### src/rtl/axi4_lite_regfile.sv
// AXI4-Lite slave register file: byte-strobed RW registers, read-only status slots,
// SLVERR on out-of-range or read-only writes, flat register view plus per-register write pulses.

module axi4_lite_regfile_reg #(
  parameter int DATA_WIDTH = 32,
  parameter int STRB_WIDTH = DATA_WIDTH / 8
) (
  input  logic                  aclk,
  input  logic                  areset,
  input  logic                  we,
  input  logic [DATA_WIDTH-1:0] wdata,
  input  logic [STRB_WIDTH-1:0] wstrb,
  output logic [DATA_WIDTH-1:0] q
);
  always_ff @(posedge aclk or posedge areset) begin
    if (areset) begin
      q <= '0;
    end else if (we) begin
      for (int b = 0; b < STRB_WIDTH; b++)
        if (wstrb[b]) q[b*8 +: 8] <= wdata[b*8 +: 8];
    end
  end
endmodule

module axi4_lite_regfile #(
  parameter int                  DATA_WIDTH = 32,
  parameter int                  NUM_REGS   = 16,
  parameter logic [NUM_REGS-1:0] RO_MASK    = '0,
  localparam int ADDR_WIDTH = (DATA_WIDTH == 64) ? 64 : 32,
  localparam int STRB_WIDTH = DATA_WIDTH / 8
) (
  input  logic                           aclk,
  input  logic                           areset,
  input  logic [ADDR_WIDTH-1:0]          AWADDR,
  input  logic [2:0]                     AWPROT,
  input  logic                           AWVALID,
  output logic                           AWREADY,
  input  logic [DATA_WIDTH-1:0]          WDATA,
  input  logic [STRB_WIDTH-1:0]          WSTRB,
  input  logic                           WVALID,
  output logic                           WREADY,
  output logic [1:0]                     BRESP,
  output logic                           BVALID,
  input  logic                           BREADY,
  input  logic [ADDR_WIDTH-1:0]          ARADDR,
  input  logic [2:0]                     ARPROT,
  input  logic                           ARVALID,
  output logic                           ARREADY,
  output logic [DATA_WIDTH-1:0]          RDATA,
  output logic [1:0]                     RRESP,
  output logic                           RVALID,
  input  logic                           RREADY,
  output logic [NUM_REGS*DATA_WIDTH-1:0] reg_out,
  input  logic [NUM_REGS*DATA_WIDTH-1:0] reg_in,
  output logic [NUM_REGS-1:0]            wr_pulse
);
  localparam int IDX_W    = (NUM_REGS > 1) ? $clog2(NUM_REGS) : 1;
  localparam int ADDR_LSB = $clog2(STRB_WIDTH);
  localparam int SLOTS    = 2 ** IDX_W;
  localparam logic [IDX_W:0]   NREG   = (IDX_W+1)'(NUM_REGS);
  localparam logic [SLOTS-1:0] RO_EXT = SLOTS'(RO_MASK);
  localparam logic [1:0] OKAY = 2'b00, SLVERR = 2'b10;

  typedef enum logic {W_IDLE, W_RESP} wstate_t;
  typedef enum logic {R_IDLE, R_DATA} rstate_t;

  wstate_t wstate, wnext;
  rstate_t rstate, rnext;

  function automatic logic legal(input logic [ADDR_WIDTH-1:0] a);
    return ((a >> (ADDR_LSB + IDX_W)) == '0) && ({1'b0, a[ADDR_LSB +: IDX_W]} < NREG);
  endfunction

  logic [ADDR_WIDTH-1:0] awaddr_q;
  logic [DATA_WIDTH-1:0] wdata_q;
  logic [STRB_WIDTH-1:0] wstrb_q;
  logic                  aw_got, w_got;

  logic                  aw_hs, w_hs, have_aw, have_w, commit, ar_hs;
  logic [ADDR_WIDTH-1:0] waddr;
  logic [DATA_WIDTH-1:0] wdata;
  logic [STRB_WIDTH-1:0] wstrb;
  logic [IDX_W-1:0]      widx, ridx;
  logic                  wok, rlegal;
  logic [NUM_REGS-1:0]   we;
  logic [SLOTS-1:0][DATA_WIDTH-1:0] rd_vals;

  // AW and W may arrive in either order; the later one commits using live bus values
  assign aw_hs   = AWVALID && AWREADY;
  assign w_hs    = WVALID && WREADY;
  assign have_aw = aw_got || aw_hs;
  assign have_w  = w_got || w_hs;
  assign waddr   = aw_got ? awaddr_q : AWADDR;
  assign wdata   = w_got ? wdata_q : WDATA;
  assign wstrb   = w_got ? wstrb_q : WSTRB;
  assign widx    = waddr[ADDR_LSB +: IDX_W];
  assign wok     = legal(waddr) && !RO_EXT[widx];
  assign commit  = (wstate == W_IDLE) && have_aw && have_w;

  assign ar_hs   = ARVALID && ARREADY;
  assign ridx    = ARADDR[ADDR_LSB +: IDX_W];
  assign rlegal  = legal(ARADDR);

  for (genvar i = 0; i < SLOTS; i++) begin : g_reg
    if (i >= NUM_REGS) begin : g_pad
      assign rd_vals[i] = '0;
    end else if (RO_MASK[i]) begin : g_ro
      assign we[i] = 1'b0;
      assign rd_vals[i] = reg_in[i*DATA_WIDTH +: DATA_WIDTH];
      assign reg_out[i*DATA_WIDTH +: DATA_WIDTH] = '0;
    end else begin : g_rw
      logic [DATA_WIDTH-1:0] q;
      assign we[i] = commit && wok && (widx == IDX_W'(i));
      axi4_lite_regfile_reg #(.DATA_WIDTH(DATA_WIDTH), .STRB_WIDTH(STRB_WIDTH)) u_reg (
        .aclk(aclk), .areset(areset), .we(we[i]), .wdata(wdata), .wstrb(wstrb), .q(q)
      );
      assign rd_vals[i] = q;
      assign reg_out[i*DATA_WIDTH +: DATA_WIDTH] = q;
    end
  end

  always_comb begin
    wnext = wstate;
    case (wstate)
      W_IDLE: if (commit) wnext = W_RESP;
      W_RESP: if (BREADY) wnext = W_IDLE;
      default: wnext = W_IDLE;
    endcase
  end

  always_comb begin
    rnext = rstate;
    case (rstate)
      R_IDLE: if (ar_hs)  rnext = R_DATA;
      R_DATA: if (RREADY) rnext = R_IDLE;
      default: rnext = R_IDLE;
    endcase
  end

  always_ff @(posedge aclk or posedge areset) begin
    if (areset) begin
      wstate <= W_IDLE;
      rstate <= R_IDLE;
    end else begin
      wstate <= wnext;
      rstate <= rnext;
    end
  end

  always_ff @(posedge aclk or posedge areset) begin
    if (areset) begin
      awaddr_q <= '0;
      wdata_q  <= '0;
      wstrb_q  <= '0;
      aw_got   <= 1'b0;
      w_got    <= 1'b0;
      AWREADY  <= 1'b0;
      WREADY   <= 1'b0;
      BVALID   <= 1'b0;
      BRESP    <= OKAY;
      wr_pulse <= '0;
    end else begin
      wr_pulse <= we;
      if (wstate == W_IDLE) begin
        if (aw_hs) begin
          aw_got   <= 1'b1;
          awaddr_q <= AWADDR;
        end
        if (w_hs) begin
          w_got   <= 1'b1;
          wdata_q <= WDATA;
          wstrb_q <= WSTRB;
        end
        // READY held low from a channel's handshake until the B handshake
        AWREADY <= !have_aw;
        WREADY  <= !have_w;
        if (commit) begin
          BVALID <= 1'b1;
          BRESP  <= wok ? OKAY : SLVERR;
        end
      end else if (BREADY) begin
        BVALID  <= 1'b0;
        aw_got  <= 1'b0;
        w_got   <= 1'b0;
        AWREADY <= 1'b1;
        WREADY  <= 1'b1;
      end
    end
  end

  always_ff @(posedge aclk or posedge areset) begin
    if (areset) begin
      ARREADY <= 1'b0;
      RVALID  <= 1'b0;
      RDATA   <= '0;
      RRESP   <= OKAY;
    end else if (rstate == R_IDLE) begin
      if (ar_hs) begin
        ARREADY <= 1'b0;
        RVALID  <= 1'b1;
        RDATA   <= rlegal ? rd_vals[ridx] : '0;
        RRESP   <= rlegal ? OKAY : SLVERR;
      end else begin
        ARREADY <= 1'b1;
      end
    end else if (RREADY) begin
      RVALID  <= 1'b0;
      ARREADY <= 1'b1;
    end
  end

  logic unused;
  assign unused = ^{AWPROT, ARPROT, reg_in};
endmodule
### config.mk
export PLATFORM = sky130hd
export DESIGN_NAME = axi4_lite_regfile
export DESIGN_NICKNAME = d
export VERILOG_FILES = /design/src/rtl/axi4_lite_regfile.sv
export SDC_FILE = /design/constraint.sdc
export NUM_CORES = 1
export LEC_CHECK = 0
export CORE_AREA = 2 2 465 467
export CTS_CLUSTER_DIAMETER = 30
export DETAILED_ROUTE_END_ITERATION = 8
export DIE_AREA = 0 0 467 469
export SYNTH_ARGS = -nofsm -noshare
export SYNTH_HDL_FRONTEND = slang
export SYNTH_SLANG_ARGS = --single-unit
### constraint.sdc
create_clock -name aclk -period 54.5 [get_ports aclk]
set_clock_uncertainty 0.1 [all_clocks]
set_input_delay 10.9 -clock aclk [delete_from_list [all_inputs] [get_ports aclk]]
set_output_delay 10.9 -clock aclk [all_outputs]
set_load 0.05 [all_outputs]
==> results of run 1 <==
## synthesized netlist by cell type
library cell / n
o31a_1: 1
nand3_1: 19
or4b_2: 1
o21ai_0: 40
a21o_1: 3
mux4_2: 160
nand3b_1: 6
a21boi_0: 1
o22ai_1: 1
o22a_1: 2
inv_1: 35
a22o_1: 1
nand4_1: 1
nor3_1: 25
nor4_4: 64
a21oi_1: 3
o211ai_1: 2
mux2_2: 610
buf_2: 11
dfrtp_1: 637
buf_4: 6
buf_1: 18
nor2_2: 1
buf_6: 3
clkbuf_1: 71
mux2i_1: 4
conb_1: 1
and4b_1: 1
and3_1: 2
nand2_1: 43
nor4b_1: 1
or3_1: 1
nand2b_1: 6
nor4_1: 10
or4_1: 4
nor2_1: 6
## flip-flops by register name, summed over array words and instances (netlist names)
name / cells
wdata_q: 32
wstrb_q: 4
RRESP: 1
wstate: 1
AWREADY: 1
BVALID: 1
wr_pulse: 16
awaddr_q: 30
w_got: 1
WREADY: 1
RDATA: 32
g.g_rw.u_reg.q: 512
rstate: 1
aw_got: 1
BRESP: 1
RVALID: 1
ARREADY: 1
## final cells by class
type / count / area [um^2] / area share, %
Tap cell: 2838 / 3550 / 7.67
Sequential cell: 637 / 15900 / 34.4
Clock buffer: 236 / 4970 / 10.7
Antenna cell: 11 / 27.5 / 0.0594
Timing Repair Buffer: 747 / 7290 / 15.7
Inverter: 35 / 139 / 0.300
Clock inverter: 96 / 1490 / 3.22
Multi-Input combinational cell: 1021 / 12900 / 27.8
## routing by layer
| layer | vias to the layer above | part of all wire (%) |
|---|---|---|
| met2 | 992 | 47 |
| met4 | 2 | 5.3 |
| met5 | - | 0.0088 |
| li1 | 8595 | - |
| met3 | 294 | 10 |
| met1 | 11010 | 37 |
## per-stage QoR
| step | hold slack (ns) | total power [uW] | instances | util [%] |
|---|---|---|---|---|
| after CTS | 0.379 | 1890 | 5610 | 21.7 |
| after floorplan | 0.371 | 674 | 1802 | - |
| after global placement | 0.369 | 763 | 5278 | 18.6 |
| after global routing | 0.398 | 1930 | 5617 | 21.7 |
| after detailed placement | 0.369 | 769 | 5278 | 18.6 |
| final | 0.374 | 1860 | 5621 | 21.7 |
## where the power goes
| part | total [uW] | leakage (uW) | internal (uW) | switching (uW) |
|---|---|---|---|---|
| combinational | 230 | 0.00779 | 70.0 | 160 |
| sequential | 528 | 0.00873 | 504 | 24.4 |
| clock | 1100 | 0.00312 | 754 | 348 |
## kinds of logic (layout without fill, tap and decap cells)
family | Yosys count | count (layout) | synth area share [%]
multiplexers | 774 | 774 | 35.8
flip-flops | 637 | 637 | 54.3
AND/OR/NAND/NOR | 191 | 191 | 6.81
buffers and inverters | 144 | 1114 | 2.04
AO/OA/AOI/OAI | 54 | 54 | 1.03
other | 1 | 13 | 0.0128
## path summary, 6_finish.rpt
kind                                         endpoint  slack, ns       start  cells past startpoint
setup / recovery           g_reg[15].g_rw.u_reg.q[15]      39.89  AWADDR[13]                      9
hold / removal                                 BVALID       0.37      BVALID                      1
setup reg to reg           g_reg[15].g_rw.u_reg.q[15]      49.58      aw_got                      8
hold reg to reg                                BVALID       0.37      BVALID                      1
max in group asynchronous   g_reg[13].g_rw.u_reg.q[1]      40.98      areset                      5
min in group asynchronous   g_reg[8].g_rw.u_reg.q[29]      10.55      areset                      2
==> results.yml, run 1 <==
outcome:
  run_status: "finished, final reports clean"
global_route:
  grt_pass1_wl_mm: 197
  grtUsageMet3_pct: 6.07
  grt_pass1_vias: 22399
  grt_overflow_total: 0
  met2_usage_pct: 21.5
  grt_use_total_pct: 13.2
  grt.met1_usage_pct: 14.5
  antenna_found_initial: 28
  busiest_layer: "met2"
  grt_max_degree: 169
route:
  drt_iter0_drc: 1399
  routed_via_density: 3.72
  drt_pass1_iterations: 6
  drc: 0
  wire_per_inst_um: 26.3
  num_vias: 20893
  wirelength_mm: 148
  ant_nets: 0
cts:
  cts_sinks: 637
  holdBufCountCts: 0
  cts_setup_buffers: 0
  clk_latency_ns: 0.82
  clk_pin_slew_ns: 0.04
  htree_levels: 4
  cts_buffers: 180
  cts_tree: "done"
  ctsRootBufferMaster: "clkbuf_16"
  ctsLongestPathBuffers: 3
  cts_resized: 0
timing:
  fin_crit_ns: 14.61
  rsz0062_at_grt: "no"
  finalHoldViolations: 0
  setup_viol: 0
  worst_slew_pin_slew_ns: 1.21
  fmax_mhz: 68.4
  slew_headroom_pct: 17.6
  slew_violations: 0
  period_share_pct: 26.8
  setup_ws_ns: 39.89
  tns_ns: 0
floorplan:
  design.core.area_um2: 214000
  io_pins: 1194
  die_x_um: 467
  die_area_um2: 219000
  row_count: 170
  start_util_pct: 13.7
  die_h_um: 469
placement:
  place_area_um2: 39800
  place_ws_ns: 39.02
  place_hpwl_mm: 109
  place.gp.congestion: 0.814
  io_buffer_count: 669
yosys:
  synth_seq_cells: 637
  synth_cells: 1801
  syn-cell-area_um2: 29400
  yosysSeqAreaShare_pct: 54.3
  yosysTopAreaCell: "dfrtp_1"
  synth_top_area_share_pct: 54.3
  synth.avg_cell_area_um2: 16.3
  synth_area_leaders: "dfrtp_1, mux2_2, mux4_2"
  yosys_warnings: 0
  synth.distinct_cells: 36
power:
  power.density_nw_per_um2: 40.2
  p_leak_uw: 0.0196
  irDropWorstVdd_mv: 0.0310
layout:
  layout-drive-gt1-share_pct: 44.4
  layout.nets: 3247
  final_common_cell: "clkdlybuf4s50_1"
  finalInstanceArea_um2: 46300
  syn_to_final_growth_pct: 57.7
  n_fill_cell: 22689
  layout_common_cells: "clkdlybuf4s50_1, dfrtp_1, mux2_2, clkbuf_16, mux4_2"
worst_setup_path:
  critical_path.top_delay_family: "simple AND/OR/NAND/NOR gates"
  crit_required_ns: 55.06
  critPathArrivalTime_ns: 15.17
  setup.worst_path.end_class: "register"
  start_kind: "input pin"
  slowest_delay_ns: 0.83
  path_cells: "clkdlybuf4s50_1 -> or4_1 -> nor4_1 -> o211ai_1 -> buf_4 -> buf_4 -> nor4_4 -> buf_4 -> mux2_2"
  path_buf_inv: 4
  critPathKind: "in2reg"
  slowest_stage: "nor4_4"
  path_common_cell: "buf_4"
  path_max_fanout: 33
job:
  cap_violations: 0
worst_hold_path:
  worstHoldPathType: "reg2reg"
(Power assumes the default switching activity.)
==> run 2: changes to the inputs <==
CORE_AREA = 2 2 470 472   (was 2 2 465 467)
DIE_AREA = 0 0 472 474   (was 0 0 467 469)
clock period = 13.45 ns   (was 54.5 ns; I/O delays follow)
==> run 2 against run 1 <==
Net effect:
- sequential share of layout area up 0.17 points
- die area grew 2.1%
- total power increased to 4.0 times the previous value
==> results.yml, run 2 (same netlist as run 1, synthesis figures left out) <==
layout:
  post-route-util_pct: 21.1
  final_common_cell: "clkdlybuf4s50_1"
  layout_common_cells: "clkdlybuf4s50_1, dfrtp_1, mux2_2, clkbuf_16, mux4_2"
  layout-drive-gt1-share_pct: 44.1
  syn_to_final_growth_pct: 57.0
  top_regs: "g.g_rw.u_reg.q: 512 flops, RDATA: 32 flops, wdata_q: 32 flops"
  top_register: "g.g_rw.u_reg.q"
  finalInstanceArea_um2: 46100
  largest_reg_flops: 512
  layout.nets: 3234
floorplan:
  die_h_um: 474
  design.core.area_um2: 219000
  row_count: 172
  io_pins: 1194
  die_area_um2: 224000
  die_x_um: 472
  start_util_pct: 13.4
timing:
  tns_ns: 0
  slew_headroom_pct: 15.7
  rsz0062_at_grt: "no"
  worst_slew_pin_slew_ns: 1.24
  period_share_pct: 49.5
  hold_ws_ns: 0.374
  fmax_mhz: 150
  fin_crit_ns: 6.66
  finalHoldViolations: 0
  setup_viol: 0
  slew_violations: 0
global_route:
  grt_max_degree: 143
  antenna_found_initial: 28
  grt_use_total_pct: 13.2
  grt_pass1_wl_mm: 202
  grt_pass1_vias: 22375
  grt_overflow_total: 0
worst_setup_path:
  critPathArrivalTime_ns: 7.21
  worst_r2r_path_depth: 8
  r2r_start: "aw_got"
  path_max_fanout: 33
  critPathKind: "in2reg"
  reg2reg_to: "g_reg[3].g_rw.u_reg.q[14]"
  setup.worst_path.end_class: "register"
  r2r_slack_ns: 8.27
  crit_required_ns: 14.00
  start_kind: "input pin"
placement:
  place_area_um2: 39800
  place_hpwl_mm: 111
  place.gp.congestion: 0.796
  io_buffer_count: 669
route:
  ant_nets: 0
  drt_iter0_drc: 1400
  drt_pass1_iterations: 5
  routed_via_density: 3.69
  num_vias: 20776
  wire_per_inst_um: 26.7
  wirelength_mm: 150
  drc: 0
worst_hold_path:
  min_to: "RDATA[7]"
  hp-start: "RDATA[7]"
  worstHoldPathType: "reg2reg"
  min_path_cells: 2
cts:
  clk_latency_ns: 0.81
  cts_resized: 0
  cts_buffers: 173
  cts_sinks: 637
  cts_tree: "done"
  ctsRootBufferMaster: "clkbuf_16"
  holdBufCountCts: 0
  htree_levels: 4
  cts_setup_buffers: 0
  ctsLongestPathBuffers: 3
  clk_pin_slew_ns: 0.04
power:
  irDropWorstVdd_mv: 0.127
  p_leak_uw: 0.0195
  power.density_nw_per_um2: 161
job:
  cap_violations: 0
outcome:
  run_status: "finished, final reports clean"
==> run 2: cell types whose count changed in the layout (fill, tap and decap cells not counted), sizes merged <==
cell / previous run / this run
clkinvlp: 13 / 7
inv: 44 / 38
diode: 11 / 7
buf: 83 / 80
clkdlybuf4s50: 663 / 661
clkinv: 51 / 49
clkbuf: 237 / 238
==> run 2: worst max path at each step <==
| stage | start | end | slack [ns] | cells after the start |
|---|---|---|---|---|
| 2_1_floorplan | areset | ARREADY | 1.96 | 1 |
| 3_3_place_gp | AWADDR[13] | g_reg[3].g_rw.u_reg.q[10] | 5.92 | 9 |
| 3_5_place_dp | AWADDR[13] | g_reg[3].g_rw.u_reg.q[10] | 5.93 | 9 |
| 4_1_cts | AWADDR[13] | g_reg[3].g_rw.u_reg.q[14] | 6.76 | 9 |
| 5_1_grt | AWADDR[13] | g_reg[3].g_rw.u_reg.q[14] | 6.64 | 9 |
| 6_report | AWADDR[13] | g_reg[3].g_rw.u_reg.q[14] | 6.79 | 9 |
==> run 2: per-stage QoR <==
step | std cells | setup WS, ns | power (uW)
2_1_floorplan | 1802 | 1.96 | 2730
3_3_place_gp | 5305 | 5.92 | 3110
3_5_place_dp | 5305 | 5.93 | 3140
4_1_cts | 5625 | 6.76 | 7530
5_1_grt | 5627 | 6.64 | 7700
6_report | 5632 | 6.79 | 7420
==> run 2: routing by layer <==
layer | track usage [%] | wire length (um)
met1 | 15.9 | 61700
met2 | 21.0 | 69800
met3 | 5.14 | 12900
met4 | 5.47 | 5850
met5 | 0 | 13
==> run 2: area by class of cell <==
cell class / instances / area [um^2]
Sequential cell: 637 / 15900
Timing Repair Buffer: 741 / 7280
Clock buffer: 238 / 4940
Tap cell: 2871 / 3590
Fill cell: 23232 / 173000
Antenna cell: 7 / 17.5
Multi-Input combinational cell: 1021 / 12900
Clock inverter: 82 / 1280
Inverter: 35 / 135
==> run 2: critical path, cell delays in order <==
cell and delay [ns]:
clkdlybuf4s50_1 0.44, or4_1 0.52, nor4_1 0.41, o211ai_1 0.48
buf_4 0.57, buf_4 0.52, nor4_4 0.89, buf_4 0.31
mux2_2 0.34
==> run 2: power breakdown <==
group	internal [uW]	total (uW)	switching, uW	leakage, uW
clock network	3000	4330	1330	0.00304
logic	284	962	678	0.00777
registers	2040	2130	89.7	0.00873
==> run 3: changes to the inputs <==
CORE_AREA = 2 2 465 467   (was 2 2 470 472)
DIE_AREA = 0 0 467 469   (was 0 0 472 474)
clock period = 5.35 ns   (was 13.45 ns; I/O delays follow)
==> run 3 against run 2 <==
Net effect:
- clock-buffer cell count is 1 lower
- critical endpoint is now g_reg[15].g_rw.u_reg.q[1]
- die area fell by 2.1%
- worst hold slack about the same
- worst setup slack got worse by 5.6 ns
- total power rose to 2.6 times the previous value
- non-clock buffer count up 47
- combinational power increased by 150%
- sequential cell count unchanged
==> results.yml, run 3 (same netlist as run 1, synthesis figures left out) <==
outcome:
  run_status: "finished, final reports clean"
timing:
  setup_ws_ns: 1.18
  worst_slew_pin_slew_ns: 1.15
  rsz0062_at_grt: "no"
  period_share_pct: 77.9
  slew_violations: 0
  fin_crit_ns: 4.17
  finalHoldViolations: 0
  hold_ws_ns: 0.374
  slew_headroom_pct: 21.8
  tns_ns: 0
  fmax_mhz: 240
  setup_viol: 0
floorplan:
  design.core.area_um2: 214000
  die_area_um2: 219000
  die_x_um: 467
  row_count: 170
  die_h_um: 469
  io_pins: 1194
  start_util_pct: 13.7
cts:
  holdBufCountCts: 0
  htree_levels: 4
  clk_latency_ns: 0.80
  ctsLongestPathBuffers: 3
  cts_resized: 0
  cts_buffers: 175
  ctsRootBufferMaster: "clkbuf_16"
  clk_pin_slew_ns: 0.04
  cts_sinks: 637
  cts_setup_buffers: 0
  cts_tree: "done"
worst_setup_path:
  r2r_slack_ns: 1.18
  start_kind: "register"
  critPathKind: "reg2reg"
  path_max_fanout: 65
  crit_required_ns: 5.92
  setup.worst_path.end_class: "register"
  critPathArrivalTime_ns: 4.74
route:
  num_vias: 21099
  ant_nets: 0
  wire_per_inst_um: 26.2
  drt_iter0_drc: 1279
  drc: 0
  drt_pass1_iterations: 6
  wirelength_mm: 148
  routed_via_density: 3.73
global_route:
  grt_pass1_vias: 22591
  grt_use_total_pct: 13.3
  grt_overflow_total: 0
  grt_max_degree: 141
  antenna_found_initial: 22
  grt_pass1_wl_mm: 199
layout:
  top_regs: "g.g_rw.u_reg.q: 512 flops, RDATA: 32 flops, wdata_q: 32 flops"
  largest_reg_flops: 512
  layout-drive-gt1-share_pct: 45.2
  layout.nets: 3283
  finalInstanceArea_um2: 46800
  final_common_cell: "clkdlybuf4s50_1"
  top_register: "g.g_rw.u_reg.q"
  n_fill_cell: 22515
  syn_to_final_growth_pct: 59.3
  layout_common_cells: "clkdlybuf4s50_1, dfrtp_1, mux2_2, clkbuf_16, mux4_2"
power:
  power.density_nw_per_um2: 408
  p_leak_uw: 0.0199
  irDropWorstVdd_mv: 0.323
  p_total_uw: 19100
job:
  cap_violations: 0
worst_hold_path:
  worstHoldPathType: "reg2reg"
placement:
  place_hpwl_mm: 109
  place_area_um2: 40300
  place.gp.congestion: 0.837
  io_buffer_count: 669
  place_ws_ns: 0.665
## run 3: changes by cell type in the layout (fill, tap and decap cells not counted), sizes merged
| cell | change |
|---|---|
| buf | +44 |
| clkinv | -14 |
| clkinvlp | +11 |
| diode | +5 |
| bufinv | +4 |
| clkdlybuf4s50 | +3 |
| clkbuf | -1 |
| inv | -1 |
## run 3: worst max-delay path, stage by stage (launching register included)
cell	delay (ns)
dfrtp_1	0.94
or4b_2	0.65
o22ai_1	0.29
o211ai_1	0.20
buf_12	0.24
nor4_4	0.74
buf_12	0.22
mux2_2	0.33
## run 3: worst paths after layout
| path | cells past startpoint | to | from |
|---|---|---|---|
| worst max register to register | 7 | g_reg[15].g_rw.u_reg.q[1] | aw_got |
| worst max-delay path | 7 | g_reg[15].g_rw.u_reg.q[1] | aw_got |
| worst min register to register | 2 | RDATA[24] | RDATA[24] |
| max in group asynchronous | 3 | g_reg[5].g_rw.u_reg.q[15] | areset |
| worst min-delay path | 2 | RDATA[24] | RDATA[24] |
| min in group asynchronous | 2 | RDATA[28] | areset |
## run 3: cell type report
type                    count  area, um^2  area share [%]
diodes                     12        30.0          0.0642
clock buffers             237        5010            10.7
clock inverters            82        1450            3.11
inverters                  35         135           0.289
multi-input cells        1021       12900            27.6
flip-flops and latches    637       15900            34.1
well taps                2838        3550            7.59
repair buffers            788        7750            16.6
## run 3: power breakdown
part	internal, uW	total, uW	switching (uW)
combinational	743	2390	1650
sequential	5130	5390	261
clock	7850	11300	3430
## run 3: metal layers
metal / vias to the layer above / part of all wire, % / track usage (%)
li1: 8674 / - / -
met1: 11154 / 40 / 15.7
met2: 1008 / 46 / 20.9
met3: 261 / 8.5 / 4.99
met4: 2 / 5.0 / 6.82
met5: - / 0.0054 / 0
## run 3: per-stage QoR
stage               utilization [%]  cells
global placement               18.8   5319
detailed placement             18.8   5319
floorplan                         -   1802
CTS                            21.9   5638
finish                         21.9   5650
global route                   21.9   5645
